$ cat src/rtl/sr596_if.sv
// Bus between the sr596 chain loader and its user: the parallel-word
// handshake, the readback word, and the pins of the shift-register chain.
interface sr596_if #(
  parameter int WIDTH = 8
);
  logic [WIDTH-1:0] din;
  logic             dvalid;
  logic             dready;
  logic             clr_req;
  logic             oe;
  logic             qh_in;
  logic [WIDTH-1:0] rdata;
  logic             rvalid;
  logic             ser;
  logic             sck;
  logic             rck;
  logic             sclr;
  logic             g;

  // User / board side: supplies words, control requests and the chain's qh.
  modport master (
    output din, dvalid, clr_req, oe, qh_in,
    input  dready, rdata, rvalid, ser, sck, rck, sclr, g
  );

  // Loader side.
  modport slave (
    input  din, dvalid, clr_req, oe, qh_in,
    output dready, rdata, rvalid, ser, sck, rck, sclr, g
  );
endinterface

$ cat src/rtl/sr596_loader.sv
// Serializer for a daisy chain of 8-bit shift/storage register devices.
// A word accepted on the valid/ready handshake is shifted out MSB first on
// ser/sck, then latched into the device outputs with an rck pulse. The old
// chain contents come back on qh_in during the shift and are reported on
// rdata. A clear request pulses sclr low; g follows ~oe one cycle later.
module sr596_loader #(
  parameter int WIDTH = 8,
  parameter int DIV   = 2
) (
  input  logic clk,
  input  logic rst,
  sr596_if.slave bus
);

  localparam int DCW = (DIV > 1) ? $clog2(DIV) : 1;
  localparam int BCW = (WIDTH > 1) ? $clog2(WIDTH) : 1;
  localparam logic [DCW-1:0] DIV_LAST = DCW'(DIV - 1);
  localparam logic [BCW-1:0] BIT_LAST = BCW'(WIDTH - 1);

  typedef enum logic [2:0] {IDLE, SLO, SHI, LATCH, CLR} state_t;

  state_t           state;
  logic [DCW-1:0]   div_cnt;
  logic [BCW-1:0]   bit_cnt;
  logic [WIDTH-1:0] shreg;
  logic [WIDTH-1:0] sh_next;
  logic [WIDTH-1:0] rdata;
  logic             rvalid;
  logic             ser;
  logic             sck;
  logic             rck;
  logic             sclr;
  logic             g;
  logic             dready;
  logic             accept;
  logic             phase_end;
  logic             shift_step;

  // Append one readback bit on the LSB side; written without part-selects
  // so a single-bit chain still elaborates.
  function automatic logic [WIDTH-1:0] shift_in(input logic [WIDTH-1:0] w,
                                                input logic b);
    return (w << 1) | WIDTH'(b);
  endfunction

  // dready is only high in IDLE, and clr_req wins over dvalid.
  assign accept     = (state == IDLE) && dready && !bus.clr_req && bus.dvalid;
  assign phase_end  = (div_cnt == DIV_LAST);
  assign shift_step = (state == SHI) && phase_end;
  assign sh_next    = shreg << 1;

  // Word being shifted out; data path only, so it carries no reset.
  always_ff @(posedge clk) begin
    if (accept) begin
      shreg <= bus.din;
    end else if (shift_step) begin
      shreg <= sh_next;
    end
  end

  // Control FSM with registered chain pins, handshake and readback.
  always_ff @(posedge clk) begin
    if (rst) begin
      state   <= IDLE;
      div_cnt <= '0;
      bit_cnt <= '0;
      sck     <= 1'b0;
      rck     <= 1'b0;
      ser     <= 1'b0;
      sclr    <= 1'b0;
      dready  <= 1'b0;
      rvalid  <= 1'b0;
      rdata   <= '0;
    end else begin
      rvalid <= 1'b0;
      case (state)
        IDLE: begin
          sclr   <= 1'b1;
          dready <= 1'b1;
          if (dready && bus.clr_req) begin
            state   <= CLR;
            sclr    <= 1'b0;
            dready  <= 1'b0;
            div_cnt <= '0;
          end else if (accept) begin
            state   <= SLO;
            ser     <= bus.din[WIDTH-1];
            dready  <= 1'b0;
            div_cnt <= '0;
            bit_cnt <= '0;
          end
        end
        SLO: begin
          if (phase_end) begin
            // sck rises on this edge; qh_in still shows the bit the chain
            // is about to shift out, starting with the old MSB.
            state   <= SHI;
            sck     <= 1'b1;
            rdata   <= shift_in(rdata, bus.qh_in);
            div_cnt <= '0;
          end else begin
            div_cnt <= div_cnt + 1'b1;
          end
        end
        SHI: begin
          if (phase_end) begin
            sck     <= 1'b0;
            div_cnt <= '0;
            bit_cnt <= bit_cnt + 1'b1;
            if (bit_cnt == BIT_LAST) begin
              state  <= LATCH;
              rck    <= 1'b1;
              rvalid <= 1'b1;
            end else begin
              state <= SLO;
              ser   <= sh_next[WIDTH-1];
            end
          end else begin
            div_cnt <= div_cnt + 1'b1;
          end
        end
        LATCH: begin
          if (phase_end) begin
            state   <= IDLE;
            rck     <= 1'b0;
            dready  <= 1'b1;
            div_cnt <= '0;
          end else begin
            div_cnt <= div_cnt + 1'b1;
          end
        end
        CLR: begin
          if (phase_end) begin
            state   <= IDLE;
            sclr    <= 1'b1;
            dready  <= 1'b1;
            div_cnt <= '0;
          end else begin
            div_cnt <= div_cnt + 1'b1;
          end
        end
        default: begin
          state <= IDLE;
        end
      endcase
    end
  end

  // Output enable simply follows the request, active-low, one cycle late.
  always_ff @(posedge clk) begin
    if (rst) begin
      g <= 1'b1;
    end else begin
      g <= ~bus.oe;
    end
  end

  assign bus.dready = dready;
  assign bus.rdata  = rdata;
  assign bus.rvalid = rvalid;
  assign bus.ser    = ser;
  assign bus.sck    = sck;
  assign bus.rck    = rck;
  assign bus.sclr   = sclr;
  assign bus.g      = g;

endmodule

$ cat src/flat_wrapper.sv
// flat-port wrapper written by rule: the top's interface ports become plain ports
module sr596_loader_flat 
#(
  parameter int WIDTH = 8,
  parameter int DIV   = 2
)
  (clk, rst, bus_din, bus_dvalid, bus_clr_req, bus_oe, bus_qh_in, bus_dready, bus_rdata, bus_rvalid, bus_ser, bus_sck, bus_rck, bus_sclr, bus_g);
  sr596_if #(.WIDTH(WIDTH)) bus_i ();
  input  logic clk;
  input  logic rst;
  input wire logic [$bits(bus_i.din)-1:0] bus_din;
  input wire logic [$bits(bus_i.dvalid)-1:0] bus_dvalid;
  input wire logic [$bits(bus_i.clr_req)-1:0] bus_clr_req;
  input wire logic [$bits(bus_i.oe)-1:0] bus_oe;
  input wire logic [$bits(bus_i.qh_in)-1:0] bus_qh_in;
  output wire logic [$bits(bus_i.dready)-1:0] bus_dready;
  output wire logic [$bits(bus_i.rdata)-1:0] bus_rdata;
  output wire logic [$bits(bus_i.rvalid)-1:0] bus_rvalid;
  output wire logic [$bits(bus_i.ser)-1:0] bus_ser;
  output wire logic [$bits(bus_i.sck)-1:0] bus_sck;
  output wire logic [$bits(bus_i.rck)-1:0] bus_rck;
  output wire logic [$bits(bus_i.sclr)-1:0] bus_sclr;
  output wire logic [$bits(bus_i.g)-1:0] bus_g;
  assign bus_i.din = bus_din;
  assign bus_i.dvalid = bus_dvalid;
  assign bus_i.clr_req = bus_clr_req;
  assign bus_i.oe = bus_oe;
  assign bus_i.qh_in = bus_qh_in;
  assign bus_dready = bus_i.dready;
  assign bus_rdata = bus_i.rdata;
  assign bus_rvalid = bus_i.rvalid;
  assign bus_ser = bus_i.ser;
  assign bus_sck = bus_i.sck;
  assign bus_rck = bus_i.rck;
  assign bus_sclr = bus_i.sclr;
  assign bus_g = bus_i.g;
  sr596_loader #(.WIDTH(WIDTH), .DIV(DIV)) u_core (.clk(clk), .rst(rst), .bus(bus_i));
endmodule
$ cat config.mk
export PLATFORM = sky130hd
export DESIGN_NAME = sr596_loader_flat
export DESIGN_NICKNAME = d
export VERILOG_FILES = /design/src/rtl/sr596_if.sv /design/src/rtl/sr596_loader.sv /design/src/flat_wrapper.sv
export SDC_FILE = /design/constraint.sdc
export NUM_CORES = 1
export LEC_CHECK = 0
export BUFFER_PORTS_ARGS = -buffer_cell sky130_fd_sc_hd__buf_2
export CORE_MARGIN = 2
export CORE_UTILIZATION = 35
export CTS_CLUSTER_DIAMETER = 100
export DETAILED_ROUTE_END_ITERATION = 10
export PLACE_DENSITY = 0.55
export RECOVER_POWER = 100
export SYNTH_ARGS = -nofsm -noshare
export SYNTH_HDL_FRONTEND = slang
export SYNTH_SLANG_ARGS = --single-unit
export TNS_END_PERCENT = 50
$ cat constraint.sdc
create_clock -name clk -period 1.9 [get_ports clk]
set_clock_uncertainty 0.2 [all_clocks]
set_input_delay 0.19 -clock clk [delete_from_list [all_inputs] [get_ports clk]]
set_output_delay 0.19 -clock clk [all_outputs]
set_load 0.005 [all_outputs]
# Word level (Yosys, flattened, before mapping)
# Cells that the tools add are included.
dict set report classes {
  n_addsub 2
  n_eq_ne 15
  bitwise 4
  muxes 34
  reduce_logical 26
}
# operator n
set op_table {}
lappend op_table {{3-bit two-way mux} 8}
lappend op_table {{1-bit two-way mux} 15}
lappend op_table {{7-bit two-way mux} 2}
lappend op_table {{2-bit nonzero test} 7}
lappend op_table {{2-bit by 1-bit != test with 1-bit output (second input constant)} 6}
lappend op_table {{1-bit one-hot mux with 2 select lines} 6}
lappend op_table {{3-bit one-hot mux with 4 select lines} 1}
lappend op_table {{4-bit AND reduction} 3}
lappend op_table {{8-bit by 1-bit bitwise OR with 8-bit output} 1}
lappend op_table {{2-bit AND reduction} 4}
lappend op_table {{3-bit by 2-bit == test with 1-bit output (second input constant)} 2}
lappend op_table {{3-bit == test (second input constant)} 2}
lappend op_table {{2-bit != test (second input constant)} 3}
lappend op_table {{3-bit one-hot mux with 2 select lines} 1}
lappend op_table {{1-bit logical AND} 5}
lappend op_table {{5-bit AND reduction} 1}
lappend op_table {{4-bit OR reduction} 1}
lappend op_table {{3-bit by 1-bit adder with 3-bit output (second input constant)} 1}
lappend op_table {{3-bit by 1-bit == test with 1-bit output (second input constant)} 1}
lappend op_table {{3-bit zero test} 1}
lappend op_table {{3-bit by 2-bit != test with 1-bit output (second input constant)} 1}
lappend op_table {{1-bit inverter} 3}
lappend op_table {{3-bit AND reduction} 1}
lappend op_table {{3-bit OR reduction} 1}
lappend op_table {{4 further kinds} 4}
dict set report word_totals {
  wordCells 93
  reg_bits 29
  out_inout_bits 15
}

# Logic depth before layout (Yosys ltp)
dict set report depth {
  word_depth 7
  mapped_depth 5
}

# Least setup slack after synthesis
# No wires, ideal clock.
dict set report synth_timing {
  path_type {flip-flop to flip-flop}
  start {reg u_core.state[1]}
  end {reg u_core.shreg[0] (enable)}
  n_path_buf 1
  setup_slack_ns 0.273
  t_required_ns 1.355
  setup_ns 0.345
  arrival_time_ns 1.082
  stages_incl_launch_ff 4
  cell_sequence {dfxtp_1 -> or2_2 -> clkbuf_1 -> o21ai_2}
}
dict set report synth_via {
  elab_chain_len 5
  elab_cells_between_ends 7
  classes_between {1 x eq/ne; 6 x reduce/logical}
}
# element line_no
set synth_lines {}
lappend synth_lines {{from (decl)} sr596_loader.sv:22} ;# state_t state;
lappend synth_lines {{from (signal assigned)} sr596_loader.sv:64} ;# state <= IDLE;
lappend synth_lines {{from (signal assigned)} sr596_loader.sv:81} ;# state <= CLR;
lappend synth_lines {{from (signal assigned)} sr596_loader.sv:86} ;# state <= SLO;
lappend synth_lines {{3-bit zero test} sr596_loader.sv:47} ;# assign accept = (state == IDLE) && dready && !bus.clr_req && bus.dvalid;
lappend synth_lines {{1-bit logical AND (3 in series)} sr596_loader.sv:47}
lappend synth_lines {{2-bit nonzero test (no line) (*)} -}
lappend synth_lines {{to (signal assigned)} sr596_loader.sv:55} ;# shreg <= bus.din;
lappend synth_lines {{to (signal assigned)} sr596_loader.sv:57} ;# shreg <= sh_next;
lappend synth_lines {{to (decl)} sr596_loader.sv:25} ;# logic [WIDTH-1:0] shreg;
# Mark *: on every way between the ends. The rest lies on a longest branch, timed or not.
# A chain may end at the register's enable or synchronous reset.

# Worst setup path after layout
dict set report layout_timing {
  start {reg u_core.state[1]}
  end {reg u_core.shreg[4] (enable)}
}
# The elaborated chain is that of the path after synthesis.

==> impl_metrics.yaml <==
status:
  outcome: "finished, final reports clean"
min_path:
  hold_depth: 2
  min_path_type: "in2reg"
layout:
  num-fill-cells: 387
  n_antenna_cell: 0
  areaGrowthSynthToFinish_pct: 24.60
  layout-drive-gt1-share_pct: 32.28
  stdcell_count: 206
  nets: 173
routing:
  finalWirelength_um: 2496
  drc: 0
  first_pass_iters: 4
  ant_nets: 0
  wl_per_cell_um: 12.12
  num_vias: 1004
  via_per_inst: 4.874
  drt_iter0_markers: 37
sta:
  slew_headroom_pct: 70.60
  fin_tns_setup_ns: 0
  finalHoldViolations: 0
  worstMarginPinSlew_ns: 0.4410
  fmax_ghz: 0.6020
  finalSetupViolCount: 0
  finalMaxSlewViolations: 0
  period_minus_slack_ns: 1.661
  rsz0062_at_grt: "false"
  fin_crit_sh_pct: 87.43
floorplanning:
  num_rows: 22
  core_sq_mm: 0.003633
  die_x_um: 65.36
  start_util_pct: 36.26
  die_y_um: 65.36
  io_pins: 29
  dieArea_sq_mm: 0.004271
global_routing:
  overflow: 0
  grt_max_degree: 23
  grtUsageTotal_pct: 13.09
  grt_pass1_vias: 916
  antenna_found_initial: 0
  grt_pass1_wl_um: 4215
worst_setup_path:
  end_kind: "register"
  crit_type: "reg2reg"
  critPathMaxFanout: 15
  cp.required_ns: 1.69
  cp_cell_sequence: "or2_0 > o21ai_2 > buf_4"
  critical-path-top-delay-family: "flip-flops"
  critPathSlowestCell: "dfxtp_1"
  cpPeakStageDelay_ns: 0.43
  cp.depth: 3
  cp.arrival_ns: 1.45
  r2r_cells: 3
  cp_num_buf_inv: 1
  start_kind: "register"
clock_tree:
  cts-root-buf: "clkbuf_8"
  cts_sinks: 29
  clk_pin_slew_worst_paths_ns: 0.07
  htree_levels: 2
  clock_latency_ns: 0.28
  numCtsBuffers: 5
  cts_max_path_buffers: 2
  tritoncts: "yes"
power_and_ir_drop:
  p_leak_uw: 0.0006349
  irDropWorstVdd_mv: 0.4470
  power_density_mw_per_mm2: 905.3
  p_total_uw: 1486
logic_synthesis:
  synthArstFlopShare_pct: 0
  synth-seq-area-share_pct: 49.38
  synth_area_sq_mm: 0.001318
  synth_nets: 137
  ys_ff_latch: 29
  synthCells: 121
  ys.flop_type: "dfxtp_1"
  post_synth_num_cell_types: 35
  ys.warnings.count: 0
  synth_enable_flop_cells: 7
  avgSynthCellArea_sq_um: 10.89
placement:
  place_hpwl_um: 1769
  io_buffers: 28
  placed_cells: 195
  gp_congestion: 0.7276
flow_run:
  maxCapViolations: 0
-- state kept, by name, summed over array words and instances, names as in the netlist --
signal             count
u_core.bus.rvalid      1
u_core.div_cnt         1
u_core.bit_cnt         3
u_core.state           3
u_core.bus.sck         1
u_core.bus.g           1
u_core.bus.dready      1
u_core.bus.rdata       8
u_core.bus.rck         1
u_core.bus.ser         1
u_core.shreg           7
u_core.bus.sclr        1
-- through the flow --
| step | setup slack [ns] | utilization [%] | cell area, sq um | hold slack [ns] |
|---|---|---|---|---|
| after floorplan | 0.2732 | - | 1318 | 0.06304 |
| after global placement | 0.2757 | 41.63 | 1513 | 0.1640 |
| after detailed placement | 0.2507 | 41.63 | 1513 | 0.1683 |
| after CTS | 0.2333 | 45.66 | 1659 | 0.008523 |
| after global routing | 0.1082 | 45.18 | 1642 | 0.006748 |
| final | 0.2387 | 45.18 | 1642 | 0.01831 |
-- power by group --
group / total (uW) / leakage [uW] / internal (uW) / switching [uW]
Sequential: 681 / 0.000243 / 659 / 22.6
Clock: 653 / 0.0000585 / 427 / 227
Combinational: 151 / 0.000333 / 75.4 / 76.0
-- final timing paths --
path	start	to	slack, ns
max reg2reg	u_core.state[1]	u_core.shreg[4]	0.24
max	u_core.state[1]	u_core.shreg[4]	0.24
min reg2reg	u_core.bus.sck	u_core.bus.sck	0.29
min	bus_din[6]	u_core.shreg[6]	0.02
-- cells in the final DEF (no fill, tap or decap), types with 6 or more instances in the layout --
| cell type | synthesis | final |
|---|---|---|
| a21oi_1 | 7 | 7 |
| buf_2 | 1 | 26 |
| clkbuf_1 | 3 | 6 |
| clkbuf_8 | 0 | 6 |
| dfxtp_1 | 22 | 22 |
| edfxtp_1 | 7 | 7 |
| mux2_2 | 6 | 6 |
| mux2i_1 | 9 | 9 |
| nor2_1 | 13 | 13 |
-- per-layer routing --
| metal | vias to the layer above | track usage (%) | part of all wire (%) | wire length, um |
|---|---|---|---|---|
| met1 | 463 | 16.83 | 48 | 1206 |
| met5 | - | 0 | 0 | 0 |
| li1 | 511 | - | - | - |
| met2 | 28 | 19.77 | 44 | 1100 |
| met3 | 2 | 5.308 | 6.6 | 164 |
| met4 | 0 | 4.688 | 1.0 | 25 |
-- cell type report --
cell class | instances | area, sq um | share of cell area, %
sequential | 29 | 650.6 | 39.63
multi-input combinational | 82 | 609.3 | 37.12
timing repair buffer | 37 | 197.7 | 12.04
clock buffer | 7 | 86.33 | 5.259
tap | 48 | 60.06 | 3.659
clock inverter | 1 | 30.03 | 1.829
inverter | 2 | 7.507 | 0.4573
-- synthesized netlist by cell type, drive strengths merged, types with 3 or more instances --
library cell,count,area (sq um)
dfxtp,22,440.4
nor2,13,48.80
mux2i,9,90.09
a21oi,7,35.03
edfxtp,7,210.2
mux2,6,67.56
a211oi,5,42.54
buf,5,38.78
o21ai,5,28.78
nand2,4,17.52
nand2b,4,25.02
and4bb,3,37.54
clkbuf,3,11.26
nand3b,3,22.52
o211ai,3,22.52
-- kinds of logic after synthesis --
family,count (synthesis),share of synthesized area (%)
AOI/OAI and AO/OA,25,12.82
adders and majority gates,2,1.899
buffers and inverters,10,4.368
DFF,29,49.38
muxes,15,11.97
and+or+nand+nor,40,19.56
-- worst reg2reg max path, cell delays in order, from the launching register on --
cell	delay [ns]
dfxtp_1	0.43
or2_0	0.39
o21ai_2	0.17
buf_4	0.19
-- timing repair --
action,in CTS,in global routing
gates resized for setup,0,0
endpoints found under the setup margin,0,0
setup buffers,0,0
hold buffers,3,0
hold endpoints to repair,3,0
(Power assumes the default switching activity.)
